`src/rtl/lzc_norm_pipe.sv`:
```
// Two-stage elastic leading-zero/one counter with a normalising left shift.
// S1 holds the operand and counts it with a 2-bit-leaf merge tree; S2 holds count, all-same flag and shifted operand.
module lzc_norm_pipe #(
  parameter int WIDTH = 32,
  localparam int CW = $clog2(WIDTH)
) (
  input  logic             clk_i,
  input  logic             rst_ni,
  input  logic             in_valid_i,
  output logic             in_ready_o,
  input  logic [WIDTH-1:0] in_data_i,
  input  logic             in_mode_i,
  output logic             out_valid_o,
  input  logic             out_ready_i,
  output logic [CW-1:0]    out_cnt_o,
  output logic             out_zero_o,
  output logic [WIDTH-1:0] out_norm_o
);

  logic             s1Valid_q;
  logic [WIDTH-1:0] s1Data_q;
  logic             s1Mode_q;
  logic             s2Valid_q;
  logic [CW-1:0]    cnt_q, cnt_d;
  logic             zero_q, zero_d;
  logic [WIDTH-1:0] norm_q, norm_d;
  logic             s1Adv, s2Adv;
  logic [WIDTH-1:0] countVec;
  logic [CW-1:0]    nodeCnt [WIDTH/2];
  logic             nodeAll [WIDTH/2];

  assign s2Adv      = ~s2Valid_q | out_ready_i;
  assign s1Adv      = ~s1Valid_q | s2Adv;
  assign in_ready_o = s1Adv;

  assign countVec = s1Mode_q ? ~s1Data_q : s1Data_q;

  // Merged in place: node j of each level only reads nodes 2j and 2j+1 of the level below.
  always_comb begin
    for (int j = 0; j < WIDTH / 2; j++) begin
      nodeAll[j] = ~(countVec[2*j+1] | countVec[2*j]);
      nodeCnt[j] = {{(CW-1){1'b0}}, ~countVec[2*j+1]};
    end
    for (int l = 1; l < CW; l++) begin
      for (int j = 0; j < (WIDTH >> (l + 1)); j++) begin
        nodeCnt[j] = nodeAll[2*j+1] ? (nodeCnt[2*j] | (CW'(1) << l)) : nodeCnt[2*j+1];
        nodeAll[j] = nodeAll[2*j+1] & nodeAll[2*j];
      end
    end
    zero_d = nodeAll[0];
    cnt_d  = nodeAll[0] ? '0 : nodeCnt[0];
  end

  always_comb begin
    norm_d = s1Data_q;
    for (int k = 0; k < CW; k++) begin
      if (cnt_d[k]) norm_d = norm_d << (1 << k);
    end
  end

  always_ff @(posedge clk_i or negedge rst_ni) begin
    if (!rst_ni) begin
      s1Valid_q <= 1'b0;
      s1Data_q  <= '0;
      s1Mode_q  <= 1'b0;
      s2Valid_q <= 1'b0;
      cnt_q     <= '0;
      zero_q    <= 1'b0;
      norm_q    <= '0;
    end else begin
      if (s1Adv) s1Valid_q <= in_valid_i;
      if (s1Adv && in_valid_i) begin
        s1Data_q <= in_data_i;
        s1Mode_q <= in_mode_i;
      end
      if (s2Adv) s2Valid_q <= s1Valid_q;
      if (s2Adv && s1Valid_q) begin
        cnt_q  <= cnt_d;
        zero_q <= zero_d;
        norm_q <= norm_d;
      end
    end
  end

  assign out_valid_o = s2Valid_q;
  assign out_cnt_o   = cnt_q;
  assign out_zero_o  = zero_q;
  assign out_norm_o  = norm_q;

endmodule

```
`config.mk`:
```
export PLATFORM = sky130hd
export DESIGN_NAME = lzc_norm_pipe
export DESIGN_NICKNAME = d
export VERILOG_FILES = /design/src/rtl/lzc_norm_pipe.sv
export SDC_FILE = /design/constraint.sdc
export NUM_CORES = 1
export LEC_CHECK = 0
export CAP_MARGIN = 20
export CORE_UTILIZATION = 56
export CTS_CLUSTER_SIZE = 30
export DETAILED_ROUTE_END_ITERATION = 10
export MAX_ROUTING_LAYER = met4
export PLACE_DENSITY = 0.79
export SKIP_CTS_REPAIR_TIMING = 1
export SLEW_MARGIN = 20
export SYNTH_ARGS = -nofsm -noshare
export SYNTH_HDL_FRONTEND = slang
export SYNTH_SLANG_ARGS = --single-unit
```
`constraint.sdc`:
```
create_clock -name clk_i -period 3.8 [get_ports clk_i]
set_clock_uncertainty 0.05 [all_clocks]
set_input_delay 0.76 -clock clk_i [delete_from_list [all_inputs] [get_ports clk_i]]
set_output_delay 0.76 -clock clk_i [all_outputs]
set_load 0.05 [all_outputs]
```
## Word level (Yosys, flattened, before mapping)

Cells that the tools add are included.

| operators by class | value |
|---|---|
| bitwise logic cells | 68 |
| reductions and logical operators | 2 |
| mux-type cells | 22 |

Operator list:

| cell | number |
|---|---|
| $mux W32 | 6 |
| $not A1 Y1 | 34 |
| $not A32 Y32 | 1 |
| $or A1 B1 Y1 | 18 |
| $mux W2 | 8 |
| $and A1 B1 Y1 | 15 |
| $mux W3 | 4 |
| $mux W5 | 2 |
| $mux W4 | 2 |
| $logic_and A1 B1 Y1 | 2 |

| word-level totals | value |
|---|---|
| input bits | 37 |
| output and inout port bits | 40 |
| register bits after elaboration | 73 |

## Depth between registers and ports, before layout

| logic depth | value |
|---|---|
| word-level depth | 14 |
| mapped depth | 14 |
| depth with buffers taken out | 10 |

## Least setup slack after synthesis

No wires, ideal clock.

| path | value |
|---|---|
| kind | reg-to-reg |
| from | reg s1Data_q[19] |
| to | reg norm_q[31], in the netlist out_norm_o[31] |
| path slack | 0.560 ns |
| cell stages (with the launch flop) | 12 |
| path buffers | 2 |
| arrival | 3.059 ns |
| library setup time | 0.131 ns |
| required time | 3.619 ns |
| cell sequence | dfrtp_1 buf_2 or4_1 o22ai_2 nand4_2 o21ai_4 buf_8 mux2i_2 mux2i_1 mux2_2 a222oi_1 nand2_1 |

| on the way | value |
|---|---|
| cells in the longest elaborated chain, start to end | 14 |
| elaborated cells between the ends (all ways) | 19 |

RTL lines:

| element | RTL line | RTL |
|---|---|---|
| start, declared | 21 | `logic [WIDTH-1:0] s1Data_q;` |
| start signal, assigned | 73 | `s1Data_q <= in_data_i;` |
| $not A32 Y32 | 36 | `assign countVec = s1Mode_q ? ~s1Data_q : s1Data_q;` |
| $mux W32 | 36 |  |
| $or A1 B1 Y1 | 41 | `nodeAll[j] = ~(countVec[2*j+1] \| countVec[2*j]);` |
| $not A1 Y1 | 41 |  |
| $and A1 B1 Y1 (3 in series) | 47 | `nodeAll[j] = nodeAll[2*j+1] & nodeAll[2*j];` |
| $mux W5 or $and A1 B1 Y1 (tied branches) | 46, 47 |  |
| $mux W5 | 51 | `cnt_d = nodeAll[0] ? '0 : nodeCnt[0];` |
| $mux W32 (4 in series) | 57 | `if (cnt_d[k]) norm_d = norm_d << (1 << k);` |
| $mux W32 (*) | 57 |  |
| end signal, assigned | 80 | `norm_q <= norm_d;` |
| end, declared | 26 | `logic [WIDTH-1:0] norm_q, norm_d;` |

Mark *: on every way between the ends. The rest lies on a longest branch, timed or not.
A chain may end at the register's enable or synchronous reset.

## Worst setup path after layout

| path | value |
|---|---|
| from | reg s1Mode_q |
| to | reg norm_q[23], in the netlist out_norm_o[23] |

| on the way | value |
|---|---|
| cells in the longest elaborated chain, start to end | 13 |
| elaborated cells between the ends (all ways) | 85 |

RTL lines:

| element | RTL line | RTL |
|---|---|---|
| start, declared | 22 | `logic s1Mode_q;` |
| start signal, assigned | 74 | `s1Mode_q <= in_mode_i;` |
| $mux W32 (*) | 36 |  |
| $or A1 B1 Y1 | 41 |  |
| $not A1 Y1 | 41 |  |
| $and A1 B1 Y1 | 47 |  |
| $mux W3 or $and A1 B1 Y1 (tied branches) | 46, 47 |  |
| $mux W4 or $and A1 B1 Y1 (tied branches) | 46, 47 |  |
| $mux W5 or $and A1 B1 Y1 (tied branches) | 46, 47 |  |
| $mux W5 (*) | 51 |  |
| $mux W32 (4 in series) | 57 |  |
| $mux W32 (*) | 57 |  |

Marked as above.

==> metrics <==
status=completed; I/O pin cnt=77; Crit-path slowest cell=or4_1; crit start category=register; CTS Buffer Depth=2; PortBufs=76; vias=4,906; Cells after Synth=552; Final Hold Viols=0; Hold/Removal Path Class=register to register; DRC=0; vias in the first global route=4,682; Fillers=753; crit-path max cell delay=0.58 ns; Max Cap Viol=0; starting density of the core=57.3%; syn avg cell area=9.54 um^2; Synth Area in Adders=0%; CTS buffer count=9; floorplan row count=35; xor and xnor area share after synthesis=0%; nets=673; Crit Path Class=register to register; antenna cells=0; clk_lat worst skew=0.35 ns; main combinational cell family by area after synthesis=multiplexers; Post-synth EDFFs=0; hold path depth=2; final worst-path cycle share=96.8%; Iteration-0 DRC Markers=384; vias per cell=6.52; Top FF cell, synth=dfrtp_1; Wirelength per Cell=20.1 um; CP most frequent cell=mux2i_1; LEAKAGE=2.71 nW; compound-gate portion of the synthesized area=21.7%; Worst Reg-to-Reg Cells=12; wirelength, routed=15,100 um; post-route ant nets=0; register area share after synthesis=34.7%; Die W=99.0 um; CP Data Required Time=4.00 ns; arrival time at the worst endpoint=3.88 ns; power per cell area=598 nW/um^2; H-tree depth=3; Placeable Area=9200 um^2; critical path, cell by cell=or4_1 > o22ai_2 > nand2_2 > o31a_1 > o21ai_4 > buf_12 > mux2i_2 > mux2i_1 > buf_4 > mux2i_1 > nor2_1 > a211o_1; Syn Std Cell Area=5270 um^2; Root Buffer=clkbuf_8; Post-Syn Nets=589; final setup vio count=0; first-pass detailed-route iteration total=5; Post-synth ARST share=100%; VDD IR max=247 uV; worst hold slack=0.433 ns; simple-gate share of the synthesized area=15.2%; CP endpoint kind=register; Worst-Margin Slew=0.916 ns; global-route wire length before repair=24,500 um; Chip Height=99.0 um; die outline area=9800 um^2; largest net degree at the start of global routing=74; slew margin rel.=38.9%; mux share of post-synthesis cell area=23.4%; Min Clock Period, post-route=3.68 ns; Ys Warns=0; clock sink count=73; initial antenna violation count=0; layout cells sized above 1=20.4%; worst reg2reg setup slack=0.12 ns; total gr overflow=0; TNS Setup=0 ns; RSZ-0062 raised after global routing=no; clock slew at reported path FFs=0.09 ns; max frequency=0.272 GHz; GPL Wtd Cong=0.919; critical path fanouts, max=17; Yosys reg bits=73; synth unique cells=75; Post-DP HPWL=11,200 um; Slew Limit Fails=0; Layout Area Growth over Synthesis=23.5%; CTS tree=built; GRT Overall Usage=33.1%
## synthesized netlist by cell type (all sizes together) (2+ instances only)
cell	number	area share [%]
a211o	4	0.66
a211oi	4	0.66
a21o	6	0.85
a21oi	13	1.2
a221o	2	0.38
a221oi	4	0.78
a22o	5	0.83
a22oi	4	0.57
a2bb2o	3	0.57
a2bb2oi	5	0.83
a31o	3	0.50
a31oi	13	1.7
a32o	2	0.38
a32oi	2	0.33
and2	3	0.36
and3	2	0.24
buf	20	2.8
clkbuf	26	1.9
dfrtp	73	35
inv	6	0.43
mux2	40	8.5
mux2i	59	11
mux4	8	3.6
nand2	73	5.4
nand2b	10	1.2
nand3	22	2.1
nor2	37	2.7
nor2b	3	0.36
nor3	12	1.1
nor4	2	0.52
o2111ai	2	0.33
o211ai	10	1.7
o21a	5	0.71
o21ai	29	3.0
o221a	2	0.43
o221ai	2	0.33
o22a	5	0.83
o22ai	11	1.7
o2bb2ai	2	0.33
o31ai	2	0.55
or4	4	0.64
## state kept, by name (all words and copies together), names as in the netlist
| register | count |
|---|---|
| out_cnt_o | 5 |
| out_norm_o | 32 |
| out_valid_o | 1 |
| out_zero_o | 1 |
| s1Data_q | 32 |
| s1Mode_q | 1 |
| s1Valid_q | 1 |
## path summary, 6_finish.rpt
kind,from,endpoint
setup / recovery,s1Mode_q$_DFFE_PN0P_,out_norm_o[23]$_DFFE_PN0P_
hold / removal,out_cnt_o[0]$_DFFE_PN0P_,out_cnt_o[0]$_DFFE_PN0P_
setup reg to reg,s1Mode_q$_DFFE_PN0P_,out_norm_o[23]$_DFFE_PN0P_
hold reg to reg,out_cnt_o[0]$_DFFE_PN0P_,out_cnt_o[0]$_DFFE_PN0P_
max in group asynchronous,rst_ni,s1Mode_q$_DFFE_PN0P_
min in group asynchronous,rst_ni,out_cnt_o[4]$_DFFE_PN0P_
## area by class of cell
cell class / instances / area, um^2 / share of cell area (%)
Clock buffer: 10 / 128 / 1.96
Clock inverter: 6 / 67.6 / 1.04
Inverter: 6 / 22.5 / 0.346
Multi-Input combinational cell: 427 / 3200 / 49.3
Sequential cell: 73 / 1830 / 28.1
Tap cell: 111 / 139 / 2.14
Timing Repair Buffer: 119 / 1120 / 17.2
## kinds of logic after synthesis
family	after synthesis
simple gates	171
compound gates	149
mux	107
flops	73
buf+inv	52
## per-stage QoR
step                util, %  power [mW]  worst slack (ns)  instance area (um^2)  std cells
floorplan                 -        2.56             0.560                  5270        552
global placement       67.7        3.19            0.0756                  6220        728
global route           70.7        4.08            0.0225                  6500        752
finish                 70.7        3.89             0.121                  6500        752
CTS                    69.8        3.85            0.0312                  6420        744
detailed placement     67.7        3.23            0.0579                  6220        728
## critical path, delay by kind of cell, from the launching register on
kind                   cells  cell delay, ns
AO/OA/AOI/OAI              4            1.02
buffers and inverters      2            0.39
flip-flops                 1            0.51
multiplexers               3            0.82
AND/OR/NAND/NOR            3            0.77
## cell usage in the layout (no fill, tap or decap), types with 4 or more instances in the layout
master and instances:
a211o_1 4, a21o_1 6, a21oi_1 13, a22o_1 5, a22oi_1 4, a2bb2oi_1 5, a31oi_1 11, buf_4 40
clkbuf_8 9, clkdlybuf4s50_1 75, dfrtp_1 72, inv_1 6, mux2_2 40, mux2i_1 58, mux4_2 6, nand2_1 70
nand2b_1 10, nand3_1 22, nor2_1 36, nor3_1 12, o211ai_1 9, o21a_1 5, o21ai_0 27, o22a_1 5
o22ai_1 8
## layer usage
metal	track usage [%]	routed length, um	vias up
li1	-	-	2247
met1	42.7	6450	2385
met2	53.3	7330	237
met3	3.69	911	37
met4	13.9	447	0
met5	-	0	-
## power breakdown
part / total (mW) / leakage, nW / internal, mW / switching (mW)
clock: 0.616 / 0.0929 / 0.306 / 0.311
combinational: 2.11 / 1.75 / 0.850 / 1.26
sequential: 1.16 / 0.876 / 0.963 / 0.201
(Power assumes the default switching activity.)
